--- src/rtl/gpu_mem_arbiter.sv ---
// gpu_mem_arbiter: round-robin Avalon-MM arbiter that merges N byte-wide masters onto one memory port.
// Ports: clock/reset (async, active-low); s_* are per-master slave slots (flat vectors, slot i at
// [i*W +: W]); m_* is the single shared master port. One read outstanding at a time; write grants
// are held for up to HOLD_LIMIT back-to-back transfers.
module gpu_mem_arbiter #(
  parameter int N_MASTERS  = 4,
  parameter int ADDR_BITS  = 32,
  parameter int DATA_BITS  = 8,
  parameter int HOLD_LIMIT = 4,
  parameter int IDX_BITS   = $clog2(N_MASTERS)
) (
  input  logic                           clock,
  input  logic                           reset,
  input  logic [N_MASTERS*ADDR_BITS-1:0] s_address,
  input  logic [N_MASTERS*DATA_BITS-1:0] s_writedata,
  input  logic [N_MASTERS-1:0]           s_write,
  input  logic [N_MASTERS-1:0]           s_read,
  output logic [N_MASTERS-1:0]           s_waitrequest,
  output logic [DATA_BITS-1:0]           s_readdata,
  output logic [N_MASTERS-1:0]           s_readdatavalid,
  output logic [ADDR_BITS-1:0]           m_address,
  output logic [DATA_BITS-1:0]           m_writedata,
  output logic                           m_write,
  output logic                           m_read,
  input  logic                           m_waitrequest,
  input  logic [DATA_BITS-1:0]           m_readdata,
  input  logic                           m_readdatavalid
);
  localparam int HB = $clog2(HOLD_LIMIT + 1);
  typedef enum logic [1:0] {IDLE, WRITE, READ_CMD, READ_WAIT} state_t;
  state_t               state_q, state_d;
  logic [IDX_BITS-1:0]  grant_q, grant_d, last_q, last_d, pick;
  logic [HB-1:0]        hold_cnt_q, hold_cnt_d;
  logic [N_MASTERS-1:0] req, sel;
  logic [ADDR_BITS-1:0] g_addr;
  logic [DATA_BITS-1:0] g_wdata;
  logic                 g_write, pick_rd, wr_done, rd_done, slot_go;
  assign req = s_read | s_write;
  // Scan priorities from furthest to nearest so the first requester after last_q wins.
  always_comb begin
    pick    = last_q;
    pick_rd = 1'b0;
    for (int k = N_MASTERS; k >= 1; k--)
      for (int j = 0; j < N_MASTERS; j++)
        if (req[j] && j == (int'(last_q) + k) % N_MASTERS) begin
          pick    = IDX_BITS'(j);
          pick_rd = s_read[j];
        end
  end
  always_comb begin
    g_addr  = '0;
    g_wdata = '0;
    g_write = 1'b0;
    sel     = '0;
    for (int j = 0; j < N_MASTERS; j++)
      if (grant_q == IDX_BITS'(j)) begin
        g_addr  = s_address[j*ADDR_BITS +: ADDR_BITS];
        g_wdata = s_writedata[j*DATA_BITS +: DATA_BITS];
        g_write = s_write[j];
        sel[j]  = 1'b1;
      end
  end
  assign wr_done = state_q == WRITE && g_write && !m_waitrequest;
  // A zero-latency memory returns data in the accept cycle; that counts as read completion.
  assign rd_done = m_readdatavalid && (state_q == READ_WAIT || (state_q == READ_CMD && !m_waitrequest));
  always_comb begin
    state_d    = state_q;
    grant_d    = grant_q;
    last_d     = last_q;
    hold_cnt_d = hold_cnt_q;
    case (state_q)
      IDLE:
        if (|req) begin
          grant_d    = pick;
          last_d     = pick;
          hold_cnt_d = '0;
          state_d    = pick_rd ? READ_CMD : WRITE;
        end
      WRITE:
        if (!g_write) state_d = IDLE;
        else if (wr_done) begin
          hold_cnt_d = hold_cnt_q + 1'b1;
          state_d    = int'(hold_cnt_q) + 1 < HOLD_LIMIT ? WRITE : IDLE;
        end
      READ_CMD:
        if (!m_waitrequest) state_d = m_readdatavalid ? IDLE : READ_WAIT;
      default:
        if (m_readdatavalid) state_d = IDLE;
    endcase
  end
  assign m_write         = state_q == WRITE && g_write;
  assign m_read          = state_q == READ_CMD;
  assign m_address       = state_q == WRITE || state_q == READ_CMD ? g_addr : '0;
  assign m_writedata     = state_q == WRITE ? g_wdata : '0;
  // Stale read data outside a read (e.g. after reset) never reaches rd_done, so it is dropped.
  assign slot_go         = state_q == WRITE ? !m_waitrequest : rd_done;
  assign s_waitrequest   = slot_go ? ~sel : '1;
  assign s_readdatavalid = rd_done ? sel : '0;
  assign s_readdata      = m_readdata;
  always_ff @(posedge clock or negedge reset)
    if (!reset) begin
      state_q    <= IDLE;
      grant_q    <= '0;
      last_q     <= IDX_BITS'(N_MASTERS - 1);
      hold_cnt_q <= '0;
    end else begin
      state_q    <= state_d;
      grant_q    <= grant_d;
      last_q     <= last_d;
      hold_cnt_q <= hold_cnt_d;
    end
endmodule
--- config.mk ---
export PLATFORM = sky130hd
export DESIGN_NAME = gpu_mem_arbiter
export DESIGN_NICKNAME = d
export VERILOG_FILES = /design/src/rtl/gpu_mem_arbiter.sv
export SDC_FILE = /design/constraint.sdc
export NUM_CORES = 1
export LEC_CHECK = 0
export ABC_AREA = 1
export CAP_MARGIN = 0
export CORE_AREA = 2 2 93 95
export DETAILED_ROUTE_END_ITERATION = 10
export DIE_AREA = 0 0 95 97
export PLACE_DENSITY_LB_ADDON = 0.08
export SLEW_MARGIN = 25
export SYNTH_ARGS = -nofsm -noshare
export SYNTH_HDL_FRONTEND = slang
export SYNTH_SLANG_ARGS = --single-unit
--- constraint.sdc ---
create_clock -name clock -period 2.4 [get_ports clock]
set_input_delay 0.24 -clock clock [delete_from_list [all_inputs] [get_ports clock]]
set_output_delay 0.24 -clock clock [all_outputs]
set_load 0.02 [all_outputs]
### Yosys cells after proc, flatten, opt, wreduce, memory -nomap -nowiden

Cells that the tools add are included.

| storage, ports and cells | value |
|---|---|
| output and inout port bits | 58 |
| bits in registers | 9 |

| cells by class | value |
|---|---|
| bitwise gates (word level) | 6 |
| reduce and logical (&&, ||, !) cells | 39 |
| mux-type cells | 66 |
| magnitude comparators | 1 |
| equal/unequal tests | 23 |
| $add $sub $neg | 6 |

Operators by type and width:

| operator | count |
|---|---|
| $mux W32 | 5 |
| $logic_not A32 Y1 | 4 |
| $mux W2 | 23 |
| $mux W8 | 5 |
| $mux W1 | 26 |
| $eq A3 B3 Y1 const A | 8 |
| $logic_and A1 B1 Y1 | 20 |
| $eq A2 B3 Y1 const A | 4 |
| $mux W3 | 3 |
| $eq A2 B2 Y1 const B | 4 |
| $mux W4 | 2 |
| $ne A2 B2 Y1 const B | 4 |
| $reduce_and A4 Y1 | 2 |
| $reduce_or A2 Y1 | 4 |
| $pmux W2 S3 | 1 |
| $pmux W3 S2 | 1 |
| $add A2 B1 Y2 const B | 2 |
| $add A2 B2 Y2 const B | 2 |
| $add A3 B1 Y4 const B | 1 |
| $and A1 B1 Y1 const A | 4 |
| $eq A2 B1 Y1 const B | 2 |
| $logic_not A2 Y1 | 2 |
| $lt A4 B3 Y1 const B | 1 |
| $not A4 Y4 | 1 |
| other kinds (9) | 10 |

### Logic depth before layout (Yosys ltp)

Gate-level depths: netlist of run 1.

| logic depth | value |
|---|---|
| depth after elaboration | 24 |
| gate-level depth with buffers | 21 |
| mapped depth without buffers | 21 |

### Worst setup path after synthesis of run 1

OpenSTA, ideal clock, no wires.

| path | value |
|---|---|
| kind | register -> register |
| start | register state_q[1] |
| end | register hold_cnt_q[0] |
| cell stages (with the launch flop) | 9 |
| setup slack | 0.440 ns |
| arrival time | 1.841 ns |
| period minus slack after synthesis | 1.960 ns |
| buffers on the path | 1 |
| cells stage by stage | dfrtp_1 -> inv_1 -> ha_1 -> clkbuf_1 -> clkinv_1 -> nor3_2 -> o21a_1 -> o21ai_1 -> o21a_1 |

| between the ends | value |
|---|---|
| cells in the longest elaborated chain, start to end | 5 |
| elaborated cells between the ends (all ways) | 10 |

Ends and longest elaborated chain:

| element | line | source |
|---|---|---|
| from (decl) | 31 | `state_t state_q, state_d;` |
| from (signal assigned) | 107 | `state_q <= state_d;` |
| $eq A2 B1 Y1 | 63, 71 |  |
| $logic_and A1 B1 Y1 (2 in series) | 63 | `assign wr_done = state_q == WRITE && g_write && !m_waitrequest;` |
| $ne A2 B2 Y1 (no source line) | -- |  |
| $reduce_and A4 Y1 (no source line) | -- |  |
| to (signal assigned) | 110 | `hold_cnt_q <= hold_cnt_d;` |
| to (decl) | 33 | `logic [HB-1:0] hold_cnt_q, hold_cnt_d;` |

Parallel ways exist; a longest one is shown, timed or not.
A chain may end at the register's enable or synchronous reset.

### Final worst setup path of run 1

| path | value |
|---|---|
| start | register state_q[0] |
| end | output port m_address[24] |

| between the ends | value |
|---|---|
| cells in the longest elaborated chain, start to end | 3 |
| elaborated cells between the ends (all ways) | 4 |

Ends and longest elaborated chain:

| element | line | source |
|---|---|---|
| $eq A2 B1 Y1 / $eq A2 B2 Y1 (equally long branches) | 93 | `assign m_address = state_q == WRITE \|\| state_q == READ_CMD ? g_addr : '0;` |
| $logic_or A1 B1 Y1 (*) | 93 |  |
| $mux W32 (*) | 93 |  |
| to (decl) | 21 | `output logic [ADDR_BITS-1:0] m_address,` |

Every way passes the cells marked *; elsewhere a longest branch is shown, timed or not.

==> flow_results.xml, run 1 <==
<?xml version="1.0" encoding="UTF-8"?>
<metrics>
  <group name="placement">
    <metric name="numPortBuffers" unit="">221</metric>
    <metric name="globalplace.congestion" unit="">0.877</metric>
    <metric name="detailed_place_hpwl" unit="microns">9500</metric>
    <metric name="place_ws" unit="ns">0.0164</metric>
  </group>
  <group name="routing">
    <metric name="via_count" unit="">3672</metric>
    <metric name="detail-route-antenna-nets" unit="">0</metric>
    <metric name="finalWirelength" unit="microns">11700</metric>
    <metric name="routed.top_layer" unit="">met4</metric>
    <metric name="drtIter0Drc" unit="">107</metric>
    <metric name="avgViaCountPerCell" unit="">4.99</metric>
    <metric name="detailedRoute.firstPassIterationCount" unit="">4</metric>
    <metric name="wl_met1" unit="microns">4470</metric>
    <metric name="detailroute.wirelength.met2" unit="microns">6200</metric>
    <metric name="routedWlPerCell" unit="microns">15.9</metric>
    <metric name="route.met3.wl" unit="microns">831</metric>
    <metric name="post-route-drc-count" unit="">0</metric>
  </group>
  <group name="clocking">
    <metric name="worst_skew_pair.late_latency" unit="ns">0.24</metric>
    <metric name="cts-buffers-inserted" unit="">3</metric>
    <metric name="post_cts_hold_buffer_count" unit="">0</metric>
    <metric name="cts_max_level" unit="">1</metric>
    <metric name="clockRootBuffer" unit="">sky130_fd_sc_hd__clkbuf_8</metric>
    <metric name="tritoncts_clock_tree" unit="">done</metric>
    <metric name="worst_setup_hold_path_clk_slew" unit="ns">0.05</metric>
    <metric name="cts_max_path_buffers" unit="">2</metric>
    <metric name="clock-sinks" unit="">9</metric>
  </group>
  <group name="final_layout">
    <metric name="nets" unit="">818</metric>
    <metric name="layout-area-overhead-vs-synth" unit="%">112</metric>
    <metric name="drive_above_1_share" unit="">0.0983</metric>
    <metric name="n_antenna_cell" unit="">0</metric>
    <metric name="layout.core_utilization" unit="">0.597</metric>
  </group>
  <group name="global_routing">
    <metric name="grt_pass1_wl" unit="microns">17800</metric>
    <metric name="antenna_violations_before_repair" unit="">0</metric>
    <metric name="grt_start_max_net_pins" unit="">39</metric>
    <metric name="groute.usage.overall" unit="">0.240</metric>
    <metric name="gr-total-overflow" unit="">0</metric>
    <metric name="first_global_vias" unit="">3480</metric>
  </group>
  <group name="power">
    <metric name="power.static_leakage" unit="nW">2.58</metric>
    <metric name="vdd.ir_drop.worst" unit="V">0.000519</metric>
    <metric name="p_total" unit="mW">5.56</metric>
    <metric name="pwr_density_cell" unit="mW/mm^2">1150</metric>
  </group>
  <group name="timing">
    <metric name="final_hold_viol_count" unit="">0</metric>
    <metric name="timing.slew.headroom" unit="">0.706</metric>
    <metric name="slew_violations" unit="">0</metric>
    <metric name="tightest_slew" unit="ns">0.440</metric>
    <metric name="grt_setup_unrepaired" unit="">true</metric>
    <metric name="final_period_minus_worst_setup_slack" unit="ns">2.41</metric>
    <metric name="clock_skew" unit="ns">0.00259</metric>
    <metric name="setup_tns_after_final_layout" unit="ns">-0.00878</metric>
    <metric name="clock.fmax" unit="MHz">415</metric>
    <metric name="setup-violations-final" unit="">1</metric>
    <metric name="fin_ws" unit="ns">-0.00878</metric>
    <metric name="layout_worst_path_cycle_share" unit="">1.00</metric>
  </group>
  <group name="die">
    <metric name="fp.coreArea" unit="sq mm">0.00813</metric>
    <metric name="pin_count" unit="">238</metric>
    <metric name="die-area" unit="sq mm">0.00922</metric>
    <metric name="floorplan.die.width" unit="microns">95</metric>
    <metric name="initial_utilization" unit="">0.281</metric>
    <metric name="row_count" unit="">33</metric>
    <metric name="chipHeight" unit="microns">97</metric>
  </group>
  <group name="logic_synthesis">
    <metric name="syn_area" unit="sq mm">0.00229</metric>
    <metric name="synth.lib_cells_used.distinct" unit="">32</metric>
    <metric name="ys_dominant_reg_cell" unit="">sky130_fd_sc_hd__dfrtp_1</metric>
    <metric name="synth_seq_area_share" unit="">0.0996</metric>
    <metric name="synth.ff_latch_count" unit="">9</metric>
    <metric name="number_of_enable_flip_flop_cells_after_synthesis" unit="">0</metric>
    <metric name="synthesis.instances" unit="">415</metric>
    <metric name="syn_avg_cell_area" unit="sq um">5.51</metric>
    <metric name="post_synth_net_total" unit="">601</metric>
    <metric name="synth_async_reset_ratio" unit="">1.00</metric>
    <metric name="synth-warning-count" unit="">0</metric>
  </group>
  <group name="critical_path">
    <metric name="worstPathRequired" unit="ns">2.16</metric>
    <metric name="rr_worst_depth" unit="">21</metric>
    <metric name="reg2reg_slack" unit="ns">0.24</metric>
    <metric name="critical_path.cell_chain" unit="">inv_1 &gt; ha_1 &gt; inv_1 &gt; a21oi_1 &gt; clkdlybuf4s50_1</metric>
    <metric name="setup.worst_path.class" unit="">flip-flop to output pin</metric>
    <metric name="worstPathArrival" unit="ns">2.17</metric>
    <metric name="setup.worst_path.start" unit="">state_q[0]$_DFFE_PN0P_</metric>
    <metric name="path_max_fanout" unit="">12</metric>
    <metric name="critical_path_cell_count" unit="">5</metric>
    <metric name="timing.critical_path.slowest_stage_cell" unit="">sky130_fd_sc_hd__clkdlybuf4s50_1</metric>
    <metric name="critPathTopFamily" unit="">buffers and inverters</metric>
    <metric name="most_repeated_library_cell_on_the_critical_path" unit="">sky130_fd_sc_hd__inv_1</metric>
    <metric name="buf_inv_stages_crit_path" unit="">3</metric>
    <metric name="endpoint_kind" unit="">output pin</metric>
    <metric name="worst_path_largest_cell_delay" unit="ns">0.63</metric>
    <metric name="startpoint_type" unit="">flip-flop</metric>
    <metric name="crit_reg_reg_startpoint" unit="">last_q[1]$_DFFE_PN1P_</metric>
    <metric name="cp-endpoint" unit="">m_address[24]</metric>
    <metric name="critical_path.reg2reg.endpoint" unit="">state_q[1]$_DFFE_PN0P_</metric>
  </group>
  <group name="status">
    <metric name="violations_in_the_final_reports" unit="">setup timing</metric>
    <metric name="status" unit="">finished, violations left</metric>
  </group>
  <group name="job">
    <metric name="max-cap-violations" unit="">0</metric>
  </group>
  <group name="worst_hold_path">
    <metric name="holdCritPathClass" unit="">primary input to asynchronous set/reset pin</metric>
  </group>
</metrics>
## where the power goes
part,internal [mW],total [mW],switching (mW)
clock,0.116,0.183,0.0667
sequential,0.246,0.355,0.109
combinational,2.18,5.03,2.84
total,2.54,5.56,3.02
## logic make-up (layout without fill, tap and decap cells)
family / after synthesis / after routing / synth area share
simple gates: 212 / 212 / 0.412
compound gates: 104 / 104 / 0.299
buf+inv: 82 / 298 / 0.148
flops: 9 / 9 / 0.0996
fa+ha+maj: 6 / 6 / 0.0328
xor+xnor: 1 / 1 / 0.00383
mux: 1 / 1 / 0.00438
## cell usage in the layout (no fill, tap or decap), types with 3 or more instances in the layout
cell type                         instances
sky130_fd_sc_hd__nor2_1                  50
sky130_fd_sc_hd__o221ai_1                19
sky130_fd_sc_hd__nor2_2                   3
sky130_fd_sc_hd__nor2_4                   3
sky130_fd_sc_hd__ha_1                     5
sky130_fd_sc_hd__a21oi_1                 21
sky130_fd_sc_hd__dfrtp_1                  5
sky130_fd_sc_hd__o21ai_1                  5
sky130_fd_sc_hd__nand3_2                 10
sky130_fd_sc_hd__buf_12                   4
sky130_fd_sc_hd__o211ai_1                21
sky130_fd_sc_hd__clkdlybuf4s50_1        183
sky130_fd_sc_hd__o21ai_0                 29
sky130_fd_sc_hd__nand2_1                105
sky130_fd_sc_hd__dlygate4sd2_1            4
sky130_fd_sc_hd__clkbuf_8                 3
sky130_fd_sc_hd__o21a_1                   3
sky130_fd_sc_hd__dlymetal6s2s_1          34
sky130_fd_sc_hd__inv_2                    7
sky130_fd_sc_hd__nand3_1                 33
sky130_fd_sc_hd__inv_1                   42
sky130_fd_sc_hd__nand2_2                  3
sky130_fd_sc_hd__buf_4                   16
## sequential cells by signal (all words and copies together), names as in the netlist
| signal | cells |
|---|---|
| grant_q | 2 |
| hold_cnt_q | 3 |
| last_q | 2 |
| state_q | 2 |
## how the worst min path moves through the flow
stage / slack (ns) / end / start / cells after the start
floorplan: -0.06 / grant_q[0]$_DFFE_PN0P_ / reset / 0
global placement: 0.48 / s_readdata[1] / m_readdata[1] / 0
detailed placement: 0.48 / s_readdata[1] / m_readdata[1] / 0
CTS: 0.35 / grant_q[0]$_DFFE_PN0P_ / reset / 1
global route: 0.35 / grant_q[1]$_DFFE_PN0P_ / reset / 1
finish: 0.32 / state_q[0]$_DFFE_PN0P_ / reset / 1
## synthesized netlist by cell type (all sizes together), types with 2 or more instances
library cell | number | share of area
a21oi | 21 | 0.046
dfrtp | 7 | 0.077
o21a | 3 | 0.0098
nor4 | 2 | 0.0055
o21ai | 35 | 0.078
clkinv | 2 | 0.0033
nor2 | 56 | 0.10
nand3 | 43 | 0.12
o211ai | 21 | 0.069
nand2 | 108 | 0.18
ha | 6 | 0.033
inv | 49 | 0.080
o221ai | 19 | 0.073
clkbuf | 23 | 0.038
a21boi | 2 | 0.0066
buf | 8 | 0.026
dfstp | 2 | 0.023
## metrics by stage
step	hold slack [ns]	instance area (sq um)	cells
2_1_floorplan	-0.0556	2290	415
3_3_place_gp	0.480	4690	731
5_1_grt	0.351	4850	736
6_report	0.315	4850	736
4_1_cts	0.347	4760	736
3_5_place_dp	0.480	4690	731
## what timing repair did
| item | 4_1_cts | 5_1_grt |
|---|---|---|
| buffers inserted | 1 | 0 |
| resized for setup | 11 | 38 |
| setup endpoints to repair | 24 | 45 |
## worst reg2reg max path, cell delays in order, from the launching register on
cell                      delay (ns)
sky130_fd_sc_hd__dfstp_2        0.58
sky130_fd_sc_hd__inv_2          0.09
sky130_fd_sc_hd__nor2_4         0.17
sky130_fd_sc_hd__nand2_1        0.09
sky130_fd_sc_hd__nand2_1        0.09
sky130_fd_sc_hd__inv_2          0.03
sky130_fd_sc_hd__o21ai_2        0.05
sky130_fd_sc_hd__nand3_2        0.08
sky130_fd_sc_hd__nand3_2        0.07
sky130_fd_sc_hd__nand3_2        0.06
sky130_fd_sc_hd__nand3_2        0.06
sky130_fd_sc_hd__nand3_2        0.06
sky130_fd_sc_hd__nand3_2        0.07
sky130_fd_sc_hd__nand3_2        0.08
sky130_fd_sc_hd__nand3_2        0.08
sky130_fd_sc_hd__nand3_2        0.06
sky130_fd_sc_hd__nand3_2        0.07
sky130_fd_sc_hd__nand2_1        0.05
sky130_fd_sc_hd__nand2_1        0.05
sky130_fd_sc_hd__nand2_1        0.05
sky130_fd_sc_hd__nand2_1        0.05
sky130_fd_sc_hd__nand2_1        0.04
## area by class of cell
type | count | area, sq um
Fill cell | 754 | 3280
Timing Repair Buffer | 243 | 2510
Multi-Input combinational cell | 324 | 1740
Sequential cell | 9 | 230
Inverter | 51 | 193
Tap cell | 105 | 131
Clock buffer | 4 | 45.0
## per-layer routing
metal	up-vias	track usage
li1	1826	-
met5	-	0
met1	1678	0.291
met4	0	0.0424
met3	19	0.0569
met2	149	0.430
No activity file was read; power rests on OpenSTA's default activity.
==> inputs of run 2 (changes only) <==
- CTS_CLUSTER_DIAMETER: not set -> 120
==> results of run 2 <==
Same layout as run 1: the final DEF is identical, and so are final timing and power.
